==> config.mk <==
export PLATFORM = sky130hd
export DESIGN_NAME = crossing_sequencer
export DESIGN_NICKNAME = d
export VERILOG_FILES = /design/src/rtl/crossing_pkg.sv /design/src/rtl/arrival_calc.sv /design/src/rtl/crossing_sequencer.sv
export SDC_FILE = /design/constraint.sdc
export NUM_CORES = 1
export LEC_CHECK = 0
export CAP_MARGIN = 20
export CORE_MARGIN = 8
export CORE_UTILIZATION = 56
export CTS_BUF_LIST = sky130_fd_sc_hd__clkbuf_16
export DETAILED_ROUTE_END_ITERATION = 16
export PLACE_DENSITY = 0.89
export RECOVER_POWER = 25
export SYNTH_ARGS = -nofsm -noshare
export SYNTH_HDL_FRONTEND = slang
export SYNTH_SLANG_ARGS = --single-unit
==> constraint.sdc <==
create_clock -name clk -period 2.4 [get_ports clk]
set_input_delay 0.72 -clock clk [delete_from_list [all_inputs] [get_ports clk]]
set_output_delay 0.72 -clock clk [all_outputs]
set_load 0.01 [all_outputs]
==> src/rtl/crossing_pkg.sv <==
// crossing_pkg: shared constants and the FSM state encoding for the
// level-crossing sequencer.
//   RATIO_SHIFT  log2 of the distance ratio dis_s2/dis_s1_s2 (16 -> 4)
//   LEAD_MS      safety lead subtracted from the predicted arrival (ms)
//   T_W / P_W    widths of the transit time and of the prediction/countdown
//   CLOSE_MAX_MS closed-hold timeout, used only with CLOSE_TIMEOUT_EN
package crossing_pkg;
  localparam int RATIO_SHIFT  = 4;
  localparam int LEAD_MS      = 30000;
  localparam int T_W          = 15;
  localparam int P_W          = T_W + RATIO_SHIFT;
  localparam int CLOSE_MAX_MS = 60000;

  typedef enum logic [2:0] {
    ST_IDLE    = 3'd0,
    ST_MEASURE = 3'd1,
    ST_PREDICT = 3'd2,
    ST_WAIT    = 3'd3,
    ST_CLOSED  = 3'd4
  } state_t;
endpackage

==> src/rtl/arrival_calc.sv <==
// arrival_calc: combinational arrival predictor.
//   meas_ms  in : measured S1->S2 transit time (ms)
//   pred_ms  out: (meas_ms << RATIO_SHIFT) - LEAD_MS, clamped at 0
// P_W = T_W + RATIO_SHIFT, so the shifted product never overflows.
module arrival_calc #(
  parameter int T_W         = crossing_pkg::T_W,
  parameter int P_W         = crossing_pkg::P_W,
  parameter int RATIO_SHIFT = crossing_pkg::RATIO_SHIFT,
  parameter int LEAD_MS     = crossing_pkg::LEAD_MS
) (
  input  logic [T_W-1:0] meas_ms,
  output logic [P_W-1:0] pred_ms
);
  localparam logic [P_W-1:0] LEAD = P_W'(LEAD_MS);

  logic [P_W-1:0] prod;

  assign prod    = P_W'(meas_ms) << RATIO_SHIFT;
  // A product at or below the lead means the gate must close right away.
  assign pred_ms = (prod > LEAD) ? (prod - LEAD) : '0;
endmodule

==> src/rtl/crossing_sequencer.sv <==
// crossing_sequencer: sequences one train passage at the level crossing.
// Measures S1->S2 transit, predicts the arrival delay, counts it down in
// ms ticks, then holds the gate closed until the exit sensor S3.
//   clk, rst_n   clock, async active-low reset
//   tick_ms      1 ms enable strobe
//   s1, s2, s3   entry / second / exit sensor pulses (debounced, sync)
//   gate_close   registered gate command (1 = closed)
//   busy         state != IDLE (registered)
//   meas_ms      latched transit time
//   pred_ms      latched prediction
//   err          one-cycle error pulse
//   state_o      current FSM state (debug)
// Optional macro CLOSE_TIMEOUT_EN: abort CLOSED with err after
// CLOSE_MAX_MS ticks without S3.
module crossing_sequencer #(
  parameter int RATIO_SHIFT  = crossing_pkg::RATIO_SHIFT,
  parameter int LEAD_MS      = crossing_pkg::LEAD_MS,
  parameter int T_W          = crossing_pkg::T_W,
  parameter int P_W          = crossing_pkg::P_W,
  parameter int CLOSE_MAX_MS = crossing_pkg::CLOSE_MAX_MS
) (
  input  logic           clk,
  input  logic           rst_n,
  input  logic           tick_ms,
  input  logic           s1,
  input  logic           s2,
  input  logic           s3,
  output logic           gate_close,
  output logic           busy,
  output logic [T_W-1:0] meas_ms,
  output logic [P_W-1:0] pred_ms,
  output logic           err,
  output logic [2:0]     state_o
);
  import crossing_pkg::*;

  state_t         state, state_n;
  logic [T_W-1:0] t, t_n, meas_n;
  logic [P_W-1:0] cnt, cnt_n, pred_n, calc_pred;
  logic           err_n;

  arrival_calc #(
    .T_W(T_W), .P_W(P_W), .RATIO_SHIFT(RATIO_SHIFT), .LEAD_MS(LEAD_MS)
  ) u_calc (
    .meas_ms(meas_ms),
    .pred_ms(calc_pred)
  );

`ifdef CLOSE_TIMEOUT_EN
  localparam int H_W = $clog2(CLOSE_MAX_MS + 1);
  logic [H_W-1:0] hold, hold_n;
`endif

  always_comb begin
    state_n = state;
    t_n     = t;
    cnt_n   = cnt;
    meas_n  = meas_ms;
    pred_n  = pred_ms;
    err_n   = 1'b0;
`ifdef CLOSE_TIMEOUT_EN
    hold_n  = hold;
`endif
    unique case (state)
      ST_IDLE: begin
        if (s1) begin
          state_n = ST_MEASURE;
          t_n     = '0;
        end
      end
      ST_MEASURE: begin
        // s2 wins over a same-cycle tick: the tick is simply dropped.
        if (s2) begin
          meas_n  = t;
          state_n = ST_PREDICT;
        end else if (s3) begin
          err_n   = 1'b1;
          state_n = ST_IDLE;
        end else if (tick_ms) begin
          if (t == '1) begin
            err_n   = 1'b1;
            state_n = ST_IDLE;
          end else begin
            t_n = t + 1'b1;
          end
        end
      end
      ST_PREDICT: begin
        pred_n  = calc_pred;
        cnt_n   = calc_pred;
        state_n = ST_WAIT;
      end
      ST_WAIT: begin
        if (s3) begin
          err_n   = 1'b1;
          state_n = ST_IDLE;
        end else if (cnt == '0) begin
          state_n = ST_CLOSED;
`ifdef CLOSE_TIMEOUT_EN
          hold_n  = '0;
`endif
        end else if (tick_ms) begin
          cnt_n = cnt - 1'b1;
        end
      end
      ST_CLOSED: begin
        if (s3) begin
          state_n = ST_IDLE;
        end
`ifdef CLOSE_TIMEOUT_EN
        else if (tick_ms) begin
          // This tick would bring the hold count to CLOSE_MAX_MS.
          if (hold == H_W'(CLOSE_MAX_MS - 1)) begin
            err_n   = 1'b1;
            state_n = ST_IDLE;
          end else begin
            hold_n = hold + 1'b1;
          end
        end
`endif
      end
      default: state_n = ST_IDLE;
    endcase
  end

  always_ff @(posedge clk or negedge rst_n) begin
    if (!rst_n) begin
      state      <= ST_IDLE;
      t          <= '0;
      cnt        <= '0;
      meas_ms    <= '0;
      pred_ms    <= '0;
      err        <= 1'b0;
      gate_close <= 1'b0;
      busy       <= 1'b0;
`ifdef CLOSE_TIMEOUT_EN
      hold       <= '0;
`endif
    end else begin
      state      <= state_n;
      t          <= t_n;
      cnt        <= cnt_n;
      meas_ms    <= meas_n;
      pred_ms    <= pred_n;
      err        <= err_n;
      // Registered from next state so they line up with state_o.
      gate_close <= (state_n == ST_CLOSED);
      busy       <= (state_n != ST_IDLE);
`ifdef CLOSE_TIMEOUT_EN
      hold       <= hold_n;
`endif
    end
  end

  assign state_o = state;
endmodule
Word-level counts from Yosys, hierarchy flattened

Index checks and enable logic that the tools add are counted.

$add $sub $neg: 3
Multiply operators: 0
Divide/modulo/power cells: 0
Order comparisons: 1
Eq/ne operators: 14
Shifts and indexed selects: 0
Mux-type cells: 26
Bitwise gates (word level): 0
Reductions and logical operators: 8

Operators with widths:

| cell                                                                              | number |
|---|---|
| 19-bit 2-to-1 mux                                                                 | 4 |
| 15-bit 2-to-1 mux                                                                 | 5 |
| 19-bit one-hot mux with 2 select lines                                            | 1 |
| 15-bit one-hot mux with 2 select lines                                            | 1 |
| 3-bit 2-to-1 mux                                                                  | 8 |
| 19-bit by 15-bit greater-than comparator with 1-bit output, second input constant | 1 |
| 19-bit logical NOT                                                                | 1 |
| 19-bit by 1-bit subtractor with 19-bit output, second input constant              | 1 |
| 19-bit by 15-bit subtractor with 19-bit output, second input constant             | 1 |
| 2-bit != test, second input constant                                              | 8 |
| 15-bit by 1-bit adder with 15-bit output, second input constant                   | 1 |
| 15-bit equality test, second input constant                                       | 1 |
| 3-bit one-hot mux with 5 select lines                                             | 1 |
| 3-bit by 2-bit equality test with 1-bit output, second input constant             | 2 |
| 3-bit equality test, second input constant                                        | 2 |
| 6-bit AND reduction                                                               | 1 |
| 1-bit 2-to-1 mux                                                                  | 5 |
| 4-bit AND reduction                                                               | 1 |
| 2-bit nonzero test                                                                | 2 |
| 3-bit by 1-bit equality test with 1-bit output, second input constant             | 1 |
| 3-bit logical NOT                                                                 | 1 |
| 3-bit nonzero test                                                                | 1 |
| 1-bit one-hot mux with 2 select lines                                             | 1 |
| 2-bit AND reduction                                                               | 1 |

Flip-flop bits (word level): 74
Bits in latches: 0
Memory bits (writable): 0
Memory bits (read-only): 0
Input port bits: 6
Output and inout port bits: 40
Memories kept: 0

Depth between registers and ports, before layout

Depth after elaboration: 7
Gate-level depth with buffers: 9
Depth with buffers taken out: 7

Hierarchy

Synthesis repeated with hierarchy kept, for this count alone.

Cells, all modules: 423
Area, all modules: 4,152.7 µm²

Modules (own cells, without submodules):

| module             | instances | cells each | area an instance (µm²) |
|---|---|---|---|
| crossing_sequencer | 1         | 342        | 3,602.2 |
| arrival_calc       | 1         | 81         | 550.5 |

Least setup slack after synthesis

No wires, ideal clock.

Kind: input port to flip-flop
Start point: in tick_ms
End point: reg t[13]
Setup time: 78 ps
Data arrival time: 2,339 ps
Setup slack: -17 ps
Stages on the path: 6
Path buffers: 1
Cells stage by stage: or2b_1 -> or4_4 -> buf_6 -> a2111o_1 -> or3_1 -> a21oi_1

Word-level cells in the longest chain between the ends: 2

Ends and longest elaborated chain:

| item                                 | line                      | text |
|---|---|---|
| start, declared                      | crossing_sequencer.sv:24  | `input logic tick_ms,` |
| 2-bit != test (no source line)       | --                        |  |
| 6-bit AND reduction (no source line) | --                        |  |
| end signal, assigned                 | crossing_sequencer.sv:141 | `t <= t_n;` |
| end, declared                        | crossing_sequencer.sv:38  | `logic [T_W-1:0] t, t_n, meas_n;` |

Every way passes these cells.
A chain may end at the register's enable or synchronous reset.

Worst setup path in the final report

Start point: in s3
End point: reg t[7]

Word-level cells in the longest chain between the ends: 2

Ends and longest elaborated chain:

| item                                 | line                     | text |
|---|---|---|
| start, declared                      | crossing_sequencer.sv:27 | `input logic s3,` |
| 2-bit != test (no source line)       | --                       |  |
| 6-bit AND reduction (no source line) | --                       |  |

Every way passes these cells.

==> results.txt <==
Leakage = 2.24 nW
Antenna violations before repair = 0
Antenna-violating nets left = 0
Syn_area_per_cell = 9.57 sq um
Starting Density = 0.571
Final setup TNS = 0 ps
Hold_buf cts = 0
Final Util = 0.740
Inserted Diodes = 0
Yosys cell types = 64
Worst stage delay on the critical path = 520 ps
Row count = 30
DR WL/cell = 19.7 um
Crit path max fanout = 3
Hold Startpoint = pred_ms[4]
Critical path launch point type = input pin
Clock sinks = 70
Final max-slew violation count = 71
Post-Place Worst Slack = -469 ps
Fill count = 472
IO Pins = 46
Data arrival, critical path = 2540 ps
Synthesized cell area = 3840 sq um
Critical R2R Launch = cnt[1]
Worst hold path class = reg2reg
Depth of the CTS H-tree = 3
Clk buf depth = 2
Port Buffer Count = 41
Layout area overhead = 29.5%
Critical Path End Type = register
Clock root buffer = clkbuf_16
Largest net degree at the start of global routing = 71
RSZ-0062 raised after global routing = true
Critical path origin = s3
Layout Nets = 491
Final worst-path cycle share = 0.966
GRT Overall Usage = 0.235
Final critical-path required period = 2320 ps
Worst EP required = 2620 ps
Die Ht = 98.8 um
Pwr per Cell Area = 988 nW/um^2
CTS Buf Count = 9
Synth Instances = 401
FMAX = 431 MHz
Vias in the first global route = 3,678
Maximum vdd drop = 0.574 mV
Failing checks = capacitance limit, slew limit
Cells along the critical path = clkdlybuf4s15_1 > or2b_1 > or4_4 > buf_4 > a2111oi_2 > xnor2_1 > nor2_1
Fin Clk Skew = 4.96 ps
Slew HR = -0.125
Via count = 3,650
Worst setup margin = 82.1 ps
Grt total ovfl = 0
GP Congestion = 0.966
Initial DRC Count = 293
Die width = 98.8 um
Slew @ Worst Pin = 1690 ps
Non-Filler Instances = 567
Drt drc = 0
Worst-path clk slew = 60 ps
Critical path's top delay family = simple AND/OR/NAND/NOR gates
Vias per inst = 6.44
Final Hold Fails = 0
Kind of critical path = in2reg
Pre-antenna DRT Iters = 5
Slowest cell on the critical path = or4_4
Post-synth EDFFs = 0
Die ar. = 9760 sq um
MaxCap Viol Count = 1
Sequential fraction of the synthesis area = 0.456
Buf+Inv Stages, Crit Path = 2
CTS tree = built
Yosys reg bits = 70
Ys flop type = dfrtp_1
Global-route wire length before repair = 18.3 mm
WL final = 11.2 mm
Post-detail-place hpwl = 7.56 mm
Core ar. = 6720 sq um
Synth Warn # = 0
Worst-skew pair later-pin latency = 340 ps
Async set or reset register ratio after synthesis = 1.00
Layout cells sized above 1 = 0.205
Setup violations, final = 0
# placed instances = 548
Status = finished, violations left
## cells in the final DEF (no fill, tap or decap), types with 3 or more instances in the layout
cell type and count:
dfrtp_1 70, buf_4 48, nand2_1 44, clkdlybuf4s50_1 37, nor2_1 29, a21oi_1 19, o21ai_0 19, nand3_1 16
mux2_2 16, xnor2_1 14, nor3_1 12, or3_1 9, clkbuf_16 9, inv_1 8, nand4_1 8, nor4_1 7
and3_1 6, a211oi_1 6, or4_1 5, a31oi_1 5, and4_1 4, nand2b_1 4, a221o_1 4, a21o_1 4
o211ai_1 4, conb_1 4, and2_1 3, nor3b_2 3, o31ai_1 3, nor2b_1 3, mux2i_1 3, ha_1 3
## cells by family after synthesis
logic type,count (synthesis),synth area share
AND/OR/NAND/NOR,164,0.226
XOR/XNOR,15,0.0342
multiplexers,19,0.0548
other,1,0.000977
flip-flops,70,0.456
AO/OA/AOI/OAI,97,0.178
buffers and inverters,32,0.0391
adder cells (fa/ha/maj),3,0.00978
## layout make-up
cell class / count / area [sq um] / share of cell area
Clock buffer: 9 / 225 / 0.0453
Clock inverter: 7 / 97.6 / 0.0196
Inverter: 8 / 30.0 / 0.00604
Multi-Input combinational cell: 302 / 1980 / 0.399
Sequential cell: 70 / 1750 / 0.352
Tap cell: 80 / 100 / 0.0201
Timing Repair Buffer: 91 / 785 / 0.158
## cell usage after synthesis (4+ instances only)
cell type	instances	share of area
a211oi_1	6	0.012
a21o_1	4	0.0078
a21oi_1	20	0.026
a221o_1	4	0.010
a31oi_1	5	0.0082
and3_1	6	0.0098
and4_1	4	0.0091
buf_4	5	0.0098
clkbuf_1	15	0.015
dfrtp_1	70	0.46
inv_1	8	0.0078
mux2_2	16	0.047
nand2_1	44	0.043
nand2b_1	4	0.0065
nand3_1	16	0.021
nand4_1	8	0.013
nor2_1	29	0.028
nor3_1	12	0.016
nor4_1	7	0.011
o211ai_1	4	0.0078
o21ai_0	19	0.025
or3_1	10	0.016
or4_1	5	0.0098
xnor2_1	14	0.032
## worst paths after layout
path | endpoint | slack, ps | cells after the start
max reg2reg | cnt[11] | 90 | 8
min in group asynchronous | cnt[0] | 900 | 2
min | pred_ms[4] | 470 | 2
min reg2reg | pred_ms[4] | 470 | 2
max in group asynchronous | meas_ms[6] | 490 | 2
max | t[7] | 80 | 7
## power breakdown
group          total [mW]  switching [mW]  internal [mW]
combinational        1.89            1.03          0.860
clock                1.44           0.524          0.912
sequential           1.58           0.221           1.36
## repair_timing
| item | in CTS | in global routing |
|---|---|---|
| pin swaps | 5 | 3 |
| gates resized for setup | 11 | 3 |
| setup buffers | 2 | 1 |
| cloned | 0 | 0 |
| endpoints found under the setup margin | 7 | 10 |
## sequential cells by signal (all words and copies together) (netlist names)
register,flops
cnt,19
meas_ms,15
pred_ms,15
t,15
state_o,3
busy,1
err,1
gate_close,1
## metrics by stage
step                      cell area (sq um)  power [mW]  hold slack, ps
after global routing                   4970        5.14             498
after detailed placement               4620        3.40             463
after CTS                              4970        4.86             418
after floorplan                        3850        2.58             424
after global placement                 4620        3.34             455
final                                  4970        4.91             466
## tightest hold or removal path, delay by kind of cell (launching register included)
family / cells / cell delay, ps
flops: 1 / 340
simple gates: 2 / 100
## layer usage
layer | GRT usage | vias to the layer above | routed length, um
li1 | - | 1653 | -
met1 | 0.267 | 1756 | 4280
met2 | 0.392 | 197 | 5650
met3 | 0.0444 | 44 | 766
met4 | 0.156 | 0 | 476
met5 | 0 | - | 0
Power figures use the tool's default switching activity.
